**src/rtl/mac_row_seq.sv**
```systemverilog
// mac_row_seq: kernel-load / execute / drain sequencer for one mac_row.
// Optional abort port enabled by defining MAC_ROW_SEQ_ABORT_EN.
module mac_row_seq #(
  parameter int col = 8,
  parameter int addr_bw = 11,
  parameter int len_bw = 8
) (
  input  logic               clk,
  input  logic               reset,
  input  logic               start,
  input  logic               mode,
  input  logic [addr_bw-1:0] kernel_base,
  input  logic [addr_bw-1:0] act_base,
  input  logic [len_bw-1:0]  act_len,
  input  logic [col-1:0]     valid_in,
`ifdef MAC_ROW_SEQ_ABORT_EN
  input  logic               abort,
`endif
  output logic               sram_cen,
  output logic [addr_bw-1:0] sram_addr,
  output logic [2:0]         inst_w,
  output logic               busy,
  output logic               done,
  output logic               err
);
  localparam int cw = len_bw > $clog2(col + 1) ? len_bw : $clog2(col + 1);
  typedef enum logic [2:0] {IDLE, LOAD, EXEC, DRAIN, DONE} state_t;
  state_t state, next;
  logic [cw-1:0] cnt;
  logic [len_bw:0] drained;
  logic [addr_bw-1:0] kb_q, ab_q;
  logic [len_bw-1:0] len_q;
  logic mode_q;
  logic [1:0] iw;
  logic accept;
  logic unused_valid;
  assign accept = state == IDLE && start;
  assign unused_valid = ^valid_in[col-2:0];
  always_comb begin
    next = state;
    case (state)
      IDLE:    next = start ? LOAD : IDLE;
      LOAD:    next = cnt == cw'(col - 1) ? (len_q == '0 ? DRAIN : EXEC) : LOAD;
      EXEC:    next = cnt == cw'(len_q - 1'b1) ? DRAIN : EXEC;
      DRAIN:   next = cnt == cw'(col) ? DONE : DRAIN;
      default: next = IDLE;
    endcase
`ifdef MAC_ROW_SEQ_ABORT_EN
    if (abort && (state == LOAD || state == EXEC)) next = DRAIN;
`endif
  end
  // cnt restarts on every phase change; DRAIN runs col+1 cycles so the last exec leaves tile col-1
  always_ff @(posedge clk or posedge reset) begin
    if (reset) begin
      state   <= IDLE;
      cnt     <= '0;
      iw      <= '0;
      kb_q    <= '0;
      ab_q    <= '0;
      len_q   <= '0;
      mode_q  <= 1'b0;
      drained <= '0;
      err     <= 1'b0;
    end else begin
      state <= next;
      cnt   <= (next != state || state == IDLE) ? '0 : cnt + 1'b1;
      iw    <= {state == EXEC, state == LOAD};
      if (accept) begin
        kb_q    <= kernel_base;
        ab_q    <= act_base;
        len_q   <= act_len;
        mode_q  <= mode;
        drained <= '0;
        err     <= 1'b0;
      end else begin
        if (busy && valid_in[col-1]) drained <= drained + 1'b1;
        if (state == DONE && drained != {1'b0, len_q}) err <= 1'b1;
      end
    end
  end
  assign busy      = state != IDLE;
  assign done      = state == DONE;
  assign sram_cen  = !(state == LOAD || state == EXEC);
  assign sram_addr = state == LOAD ? kb_q + addr_bw'(cnt) :
                     state == EXEC ? ab_q + addr_bw'(cnt) : '0;
  assign inst_w    = {busy & mode_q, iw};
endmodule

```
**config.mk**
```make
export PLATFORM = sky130hd
export DESIGN_NAME = mac_row_seq
export DESIGN_NICKNAME = d
export VERILOG_FILES = /design/src/rtl/mac_row_seq.sv
export SDC_FILE = /design/constraint.sdc
export NUM_CORES = 1
export LEC_CHECK = 0
export BUFFER_PORTS_ARGS = -buffer_cell sky130_fd_sc_hd__buf_2
export CAP_MARGIN = 5
export CORE_MARGIN = 4
export CORE_UTILIZATION = 45
export CTS_CLUSTER_SIZE = 8
export DETAILED_ROUTE_END_ITERATION = 6
export PLACE_DENSITY = 0.66
export SLEW_MARGIN = 20
export SYNTH_ARGS = -nofsm -noshare
export SYNTH_HDL_FRONTEND = slang
export SYNTH_SLANG_ARGS = --single-unit
```
**constraint.sdc**
```tcl
create_clock -name clk -period 4.6 [get_ports clk]
set_clock_uncertainty 0.1 [all_clocks]
set_input_delay 0 -clock clk [delete_from_list [all_inputs] [get_ports clk]]
set_output_delay 0 -clock clk [all_outputs]
set_load 0.005 [all_outputs]
```
# Yosys cells after proc, flatten, opt, wreduce, memory -nomap -nowiden
# Index checks and enable logic that the tools add are counted.
dict set report totals {
  regBits 54
  out_inout_bits 18
  word_cells 48
  in_bits 42
}
dict set report classes {
  n_addsub 5
  bitwise 1
  muxes 13
  n_eq_ne 9
  reduce_logical 11
}
# op count
set ops {}
lappend ops {{$add A11 B8 Y11} 2}
lappend ops {{$mux W11} 2}
lappend ops {{$mux W9} 2}
lappend ops {{$pmux W3 S4} 1}
lappend ops {{$add A9 B1 Y9 const B} 1}
lappend ops {{$ne A9 B8 Y1} 1}
lappend ops {{$add A8 B1 Y8 const B} 1}
lappend ops {{$eq A8 B3 Y1 const B} 1}
lappend ops {{$eq A8 B4 Y1 const B} 1}
lappend ops {{$eq A8 B8 Y1} 1}
lappend ops {{$logic_not A8 Y1} 1}
lappend ops {{$mux W8} 1}
lappend ops {{$sub A8 B1 Y8 const B} 1}
lappend ops {{$eq A3 B2 Y1 const B} 2}
lappend ops {{$mux W1} 5}
lappend ops {{$reduce_bool A2 Y1} 2}
lappend ops {{$eq A3 B1 Y1 const B} 1}
lappend ops {{$eq A3 B3 Y1 const B} 1}
lappend ops {{$logic_and A1 B1 Y1} 3}
lappend ops {{$logic_not A3 Y1} 1}
lappend ops {{$mux W3} 1}
lappend ops {{$ne A3 B3 Y1} 1}
lappend ops {{$reduce_bool A3 Y1} 1}
lappend ops {{$logic_or A1 B1 Y1} 2}
lappend ops {{3 further kinds} 3}

# Longest topological paths before layout
# Gate-level depths: netlist of the first run.
dict set report logic_depth {
  ltp_word 7
  ltp_mapped 9
  ltp_nobuf 9
}

# Least setup slack after synthesis of the first run
# No wires, ideal clock.
dict set report synth_timing {
  path_type {register -> register}
  from {register len_q[2]}
  to {register cnt[2]}
  stages_incl_launch_ff 8
  path_buffers 1
  period_less_slack_ns 2.580
  slack_ns 2.020
  required_ns 4.368
  setup_time_ns 0.132
  arrival_ns 2.348
  path_cell_list {dfrtp_1 > buf_2 > or4_4 > or3_1 > a2111oi_2 > o2111ai_1 > a41oi_2 > nor2_1}
}
dict set report synth_via {
  elab_chain_cells 7
  word_cells_on_any_way 10
  cone_classes {1 x add/sub; 2 x eq/ne; 5 x mux; 2 x reduce/logical}
}
# item line
set synth_rtl {}
lappend synth_rtl {{start, declared} 32} ;# logic [len_bw-1:0] len_q;
lappend synth_rtl {{start signal, assigned} 71} ;# len_q <= act_len;
lappend synth_rtl {{$sub A8 B1 Y8 or $logic_not A8 Y1 (tied branches)} {44, 43}}
lappend synth_rtl {{$eq A8 B8 Y1 or $mux W1 (tied branches)} {44, 43}}
lappend synth_rtl {{$mux W1 or $mux W2 (tied branches)} {44, 43}}
lappend synth_rtl {{$pmux W3 S4 *} 41} ;# case (state)
lappend synth_rtl {{$ne A3 B3 Y1 *} 66} ;# cnt <= (next != state || state == IDLE) ? '0 : cnt + 1'b1;
lappend synth_rtl {{$logic_or A1 B1 Y1 *} 66}
lappend synth_rtl {{$mux W8 *} 66}
lappend synth_rtl {{end signal, assigned} 66}
lappend synth_rtl {{end, declared} 29} ;# logic [cw-1:0] cnt;
# Every way passes the cells marked *; elsewhere a longest branch is shown, timed or not.
# A chain may end at the register's enable or synchronous reset.

# Worst setup path after layout of the first run
dict set report layout_timing {
  from {register cnt[0]}
  to {output port sram_addr[10]}
}
dict set report layout_via {
  elab_chain_cells 3
  word_cells_on_any_way 4
  cone_classes {2 x add/sub; 2 x mux}
}
# item line
set layout_rtl {}
lappend layout_rtl {{$add A11 B8 Y11} 85} ;# state == EXEC ? ab_q + addr_bw'(cnt) : '0;
lappend layout_rtl {{$mux W11} 85}
lappend layout_rtl {{$mux W11 *} 84} ;# assign sram_addr = state == LOAD ? kb_q + addr_bw'(cnt) :
lappend layout_rtl {{end, declared} 20} ;# output logic [addr_bw-1:0] sram_addr,
# Marked as above.

==> impl_metrics.toml, run 1 <==
[outcome]
status = "complete, no violations"

[global_route]
antenna_found_initial = 0
grt_max_degree = 55
globalRouteOverflowTotal = 0
grt_usage_pct = 19.99
grt_pass1_wl_mm = 14.37
grt_pass1_vias = 2946

[clock_tree]
cts_setup_buffers = 0
cts_max_level = 2
insertion_delay_ns = 0.32
clkSinkCount = 54
cts_tree = "done"
cts_inserted_buffers = 5
cts.reportedPaths.clkPinSlew_ns = 0.10
cts_resized = 0
cts_root_buf = "clkbuf_8"
hold_buffers = 33
cts_buffer_depth = 2

[setup_path]
cpPeakStageDelay_ns = 0.52
endpoint_kind = "primary output"
path_buf_inv = 1
setup.worst_path.start = "cnt[0]"
crit_path_start_kind = "flop"
worstPathMaxFanout = 7
cp.required_ns = 4.50
cp_top_family = "compound AO/OA/AOI/OAI gates"
worstPathCellList = "ha_1 > fa_1 > a211o_1 > a21oi_1 > o21ai_0 > nand3_1 > o31ai_1 > or4_1 > buf_2"
cp.arrival_ns = 3.02
worst-setup-path-type = "reg2out"
cpMaxStageDelayCell = "or4_1"
r2r-start = "len_q[2]"

[synthesis]
netlist_instances = 410
synthAdderAreaFrac_pct = 8.784
async_flop_share_pct = 100.0
synthesis.nets = 475
synth_compound_area_share_pct = 13.28
ys_warn_count = 0
synth_mux_area_share_pct = 0.2904
avgSynthCellArea_sq_um = 8.407
ys_seq_elements = 54
synth_edf_count = 0
synth_ff_type = "dfrtp_1"
synth_cell_types = 48
synthXorXnorAreaFrac_pct = 11.18
synth_top_family_by_area = "simple AND/OR/NAND/NOR gates"
synth.cell_area_sq_um = 3447
synth-simple-area-share_pct = 23.52
yosysSeqAreaShare_pct = 39.20

[cells_and_area]
stdcell_area_sq_um = 4224
fin_nets = 556
layout_common_cells = "nand2_1 (108), dfrtp_1 (54), buf_2 (52)"
area_growth_pct = 22.54
final_common_cell = "nand2_1"
n_antenna_cell = 0
final_layout_size_suffix_gt1_share_pct = 13.65
final_cells = 590
fill_cells = 663

[power_and_ir_drop]
p_clk_share_pct = 11.8
p_per_area_nw_per_um2 = 536.8
p_seq_share_pct = 38.1
p_comb_share_pct = 50.1
p_int_uw = 1279
swShare_pct = 43.57
peakVddDrop_uv = 309.6
p_switching_uw = 988.0
power.leakage_uw = 0.002054

[sta]
fmax_mhz = 320.1
final_hold_viol_count = 0
fin_ws_ns = 1.476
worst_slew_pin_slew_ns = 0.7613
hold_ws_ns = 0.2451
fin_crit_sh_pct = 67.91
grt_setup_unrepaired = "no"
fin_tns_setup_ns = 0
slew_violations = 0
setup_violations = 0
slew_headroom_pct = 47.93
final.min_clock_period_ns = 3.124

[min_path]
hold_start = "start"
holdCritPathClass = "in2reg"

[detailed_routing]
drc = 0
wl_per_cell_um = 14.42
wl_mm = 8.505
ant_nets = 0
first_pass_iters = 4
drt-vias-per-instance = 5.203
drtIter0Drc = 138
vias = 3070

[die]
rows = 31
initial_core_util_pct = 47.02
dieArea_sq_um = 9124
pin_count = 60
fp.dieW_um = 95.52
core_sq_um = 7331
die_y_um = 95.52

[place]
hpwlAfterDp_mm = 6.059
io_buffer_count = 52
globalplace.congestion = 0.8746
post_dp_cell_area_sq_um = 3792
dp_cells = 549
dp_slack_ns = 1.740

[flow_run]
drv_cap = 0
## final timing paths
path	to	slack [ns]	cells after the start
worst min register to register	mode_q	0.39	2
worst max-delay path	sram_addr[10]	1.48	9
min in group asynchronous	kb_q[8]	0.31	4
worst min-delay path	len_q[7]	0.25	4
max in group asynchronous	ab_q[1]	3.62	4
worst max register to register	cnt[5]	1.74	6
## final cells by class
cell class | instances | area (sq um) | share of cell area, %
timing repair buffer | 88 | 620.6 | 14.69
clock buffer | 5 | 68.82 | 1.629
tap | 99 | 123.9 | 2.932
clock inverter | 2 | 15.01 | 0.3555
multi-input combinational | 322 | 1969 | 46.62
sequential | 54 | 1351 | 31.99
inverter | 20 | 75.07 | 1.777
## stage by stage
stage / total power [uW] / util, %
finish: 2267 / 57.62
global route: 2493 / 57.62
CTS: 2272 / 57.38
detailed placement: 1978 / 51.73
global placement: 1946 / 51.73
floorplan: 1645 / -
## worst register-to-register path, cell delays in order (launching register included)
cell and delay, ns:
dfrtp_1 0.48, or4_4 0.57, or3_1 0.37, a2111oi_2 0.38
o2111ai_1 0.26, a41oi_2 0.46, nor2_1 0.11
## Yosys cell counts (5+ instances only)
| cell type | count | share of area (%) |
|---|---|---|
| a21oi_1 | 13 | 1.9 |
| clkbuf_1 | 13 | 1.4 |
| dfrtp_1 | 54 | 39 |
| ha_1 | 21 | 7.6 |
| inv_1 | 20 | 2.2 |
| nand2_1 | 109 | 12 |
| nand3_1 | 16 | 2.3 |
| nor2_1 | 27 | 2.9 |
| nor3_1 | 11 | 1.6 |
| o21a_1 | 5 | 1.1 |
| o21ai_0 | 9 | 1.3 |
| o21ai_1 | 5 | 0.73 |
| o22ai_1 | 7 | 1.3 |
| xnor2_1 | 29 | 7.4 |
| xor2_1 | 15 | 3.8 |
## routing by layer
layer  routed length [um]  GRT usage [%]
met1                 4120          29.34
met5                    0              0
met3                  493          3.157
met2                 3793          30.52
met4                   97          5.450
## registers in the layout (all words and copies together) (netlist names)
register and flops:
iw 2, cnt 8, len_q 8, state 3
kb_q 11, drained 9, ab_q 11, mode_q 1
err 1
## logic make-up after synthesis
logic type / Yosys count
AND/OR/NAND/NOR: 187
AO/OA/AOI/OAI: 67
flip-flops: 54
XOR/XNOR: 44
buffers and inverters: 34
adder cells (fa/ha/maj): 23
multiplexers: 1
## power by group through the flow
stage                     clock (uW)  sequential (uW)  combinational [uW]
after floorplan                    0              780                 865
after global placement             0              870                1080
after detailed placement           0              874                1100
after CTS                        273              865                1130
after global routing             292              898                1300
final                            267              865                1140
Note: power is estimated with default switching activity, not from simulation.
==> run 2, diff against run 1 <==
--- a/config.mk
+++ b/config.mk
@@ -11,7 +11,7 @@
 export CORE_UTILIZATION = 45
 export CTS_CLUSTER_SIZE = 8
 export DETAILED_ROUTE_END_ITERATION = 6
-export PLACE_DENSITY = 0.66
+export PLACE_DENSITY = 0.69
 export SLEW_MARGIN = 20
 export SYNTH_ARGS = -nofsm -noshare
 export SYNTH_HDL_FRONTEND = slang
==> constraint.sdc (replaced) <==
create_clock -name clk -period 2.83 [get_ports clk]
set_clock_uncertainty 0.1 [all_clocks]
set_input_delay 0 -clock clk [delete_from_list [all_inputs] [get_ports clk]]
set_output_delay 0 -clock clk [all_outputs]
set_load 0.005 [all_outputs]
==> impl_metrics.toml, run 2 (same netlist as run 1, synthesis figures left out) <==
[outcome]
status = "complete, no violations"

[flow_run]
drv_cap = 0

[sta]
worst_slew_pin_slew_ns = 0.4842
slew_violations = 0
fin_ws_ns = 0.08509
hold_ws_ns = 0.08665
fin_tns_setup_ns = 0
final_hold_viol_count = 0
final.min_clock_period_ns = 2.745
fmax_mhz = 364.3
slew_headroom_pct = 67.67
fin_crit_sh_pct = 96.99
setup_violations = 0

[setup_path]
reg2reg_depth = 7
r2r_slack_ns = 0.23
cp.arrival_ns = 2.64
setup.worst_path.start = "cnt[0]"
worstPathCellList = "buf_6 > ha_4 > inv_2 > fa_2 > nor2b_2 > o31a_1 > o21ai_2 > a211oi_2 > nor4b_4 > or4_1 > buf_2"
worst-setup-path-type = "reg2out"
endpoint_kind = "primary output"
cpMaxStageDelayCell = "or4_1"
r2r-start = "len_q[5]"
cp.required_ns = 2.73
worstPathMaxFanout = 2
worstReg2RegEnd = "cnt[5]"
crit_path_start_kind = "flop"
cpPeakStageDelay_ns = 0.53

[die]
rows = 31
core_sq_um = 7331
die_y_um = 95.52
initial_core_util_pct = 47.02
fp.dieW_um = 95.52
dieArea_sq_um = 9124
pin_count = 60

[global_route]
grt_pass1_vias = 3185
grt_pass1_wl_mm = 14.82
antenna_found_initial = 0
grt_usage_pct = 20.50
globalRouteOverflowTotal = 0
grt_max_degree = 36

[min_path]
holdCritPathClass = "in2reg"
hold_depth = 4
hold_start = "start"
holdPathEnd = "drained[3]"

[cells_and_area]
final_common_cell = "nand2_1"
layout_common_cells = "nand2_1 (109), dfrtp_1 (53), buf_2 (52)"
final_layout_size_suffix_gt1_share_pct = 19.80
n_antenna_cell = 0
fin_nets = 575
utilization_pct = 61.02
biggestRegsByFlops = "ab_q: 11 flops, kb_q: 11 flops, drained: 9 flops"
area_growth_pct = 29.76

[detailed_routing]
drtIter0Drc = 182
wl_per_cell_um = 14.55
ant_nets = 0
wl_mm = 8.863
drc = 0
drt-vias-per-instance = 5.312
first_pass_iters = 5
vias = 3235

[clock_tree]
insertion_delay_ns = 0.31
cts.reportedPaths.clkPinSlew_ns = 0.09
clkSinkCount = 54
cts_tree = "done"
cts_root_buf = "clkbuf_8"
cts_max_level = 2
cts_buffer_depth = 2
cts_inserted_buffers = 5

[place]
globalplace.congestion = 0.8358
hpwlAfterDp_mm = 6.236
dp_slack_ns = 0.1201
io_buffer_count = 52

[power_and_ir_drop]
p_per_area_nw_per_um2 = 900.0
power.leakage_uw = 0.002176
peakVddDrop_uv = 422.9
finalPower_uw = 4026
[run 2: cell count changes in the layout (fill, tap and decap cells not counted), sizes merged]
| cell | delta |
|---|---|
| clkbuf | +1 |
| clkinvlp | -2 |
| bufinv | +1 |
| buf | +19 |
[run 2: critical path, delay by kind of cell, from the launching register on]
family                     cells  cell delay (ns)
DFF                            1             0.41
buffers and inverters          3             0.33
adders and majority gates      2             0.35
AOI/OAI and AO/OA              3             0.55
and+or+nand+nor                3             0.72
[run 2: worst max path at each step]
stage | to | slack [ns] | depth (start not counted)
global placement | cnt[2] | 0.18 | 6
finish | sram_addr[10] | 0.09 | 11
detailed placement | cnt[3] | 0.12 | 6
global route | sram_addr[9] | -0.006 | 9
CTS | sram_addr[10] | 0.004 | 11
floorplan | cnt[2] | 0.25 | 7
[run 2: timing repair]
action                                  in CTS  in global routing
endpoints found under the setup margin       1                 12
setup buffers                                3                  5
endpoints found under the hold margin       51                  0
resized for setup                           11                 11
hold buffers                                33                  0
pin swaps                                    4                 13
[run 2: stage by stage]
step,cell area [sq um],instances
3_3_place_gp,3882,561
5_1_grt,4473,609
2_1_floorplan,3447,410
4_1_cts,4385,604
6_report,4473,609
3_5_place_dp,3882,561
[run 2: routing by layer]
metal	wire (um)	GRT usage, %	part of all wire (%)
met1	4084	28.49	46
met2	4164	33.06	47
met3	515	3.157	5.8
met4	98	5.806	1.1
met5	0	0	0
[run 2: final cells by class]
cell class                      count  area [sq um]
Clock inverter                      1         30.03
Clock buffer                        6         82.58
Timing Repair Buffer              107         759.5
Inverter                           20         75.07
Fill cell                         626          2858
Sequential cell                    54          1353
Tap cell                           99         123.9
Multi-Input combinational cell    322          2049
[run 2: where the power goes]
| group | leakage, uW | internal [uW] | switching (uW) |
|---|---|---|---|
| registers | 0.000692 | 1050 | 303 |
| clock network | 0.0000573 | 284 | 254 |
| logic | 0.00143 | 1010 | 1120 |
| total | 0.00218 | 2350 | 1680 |
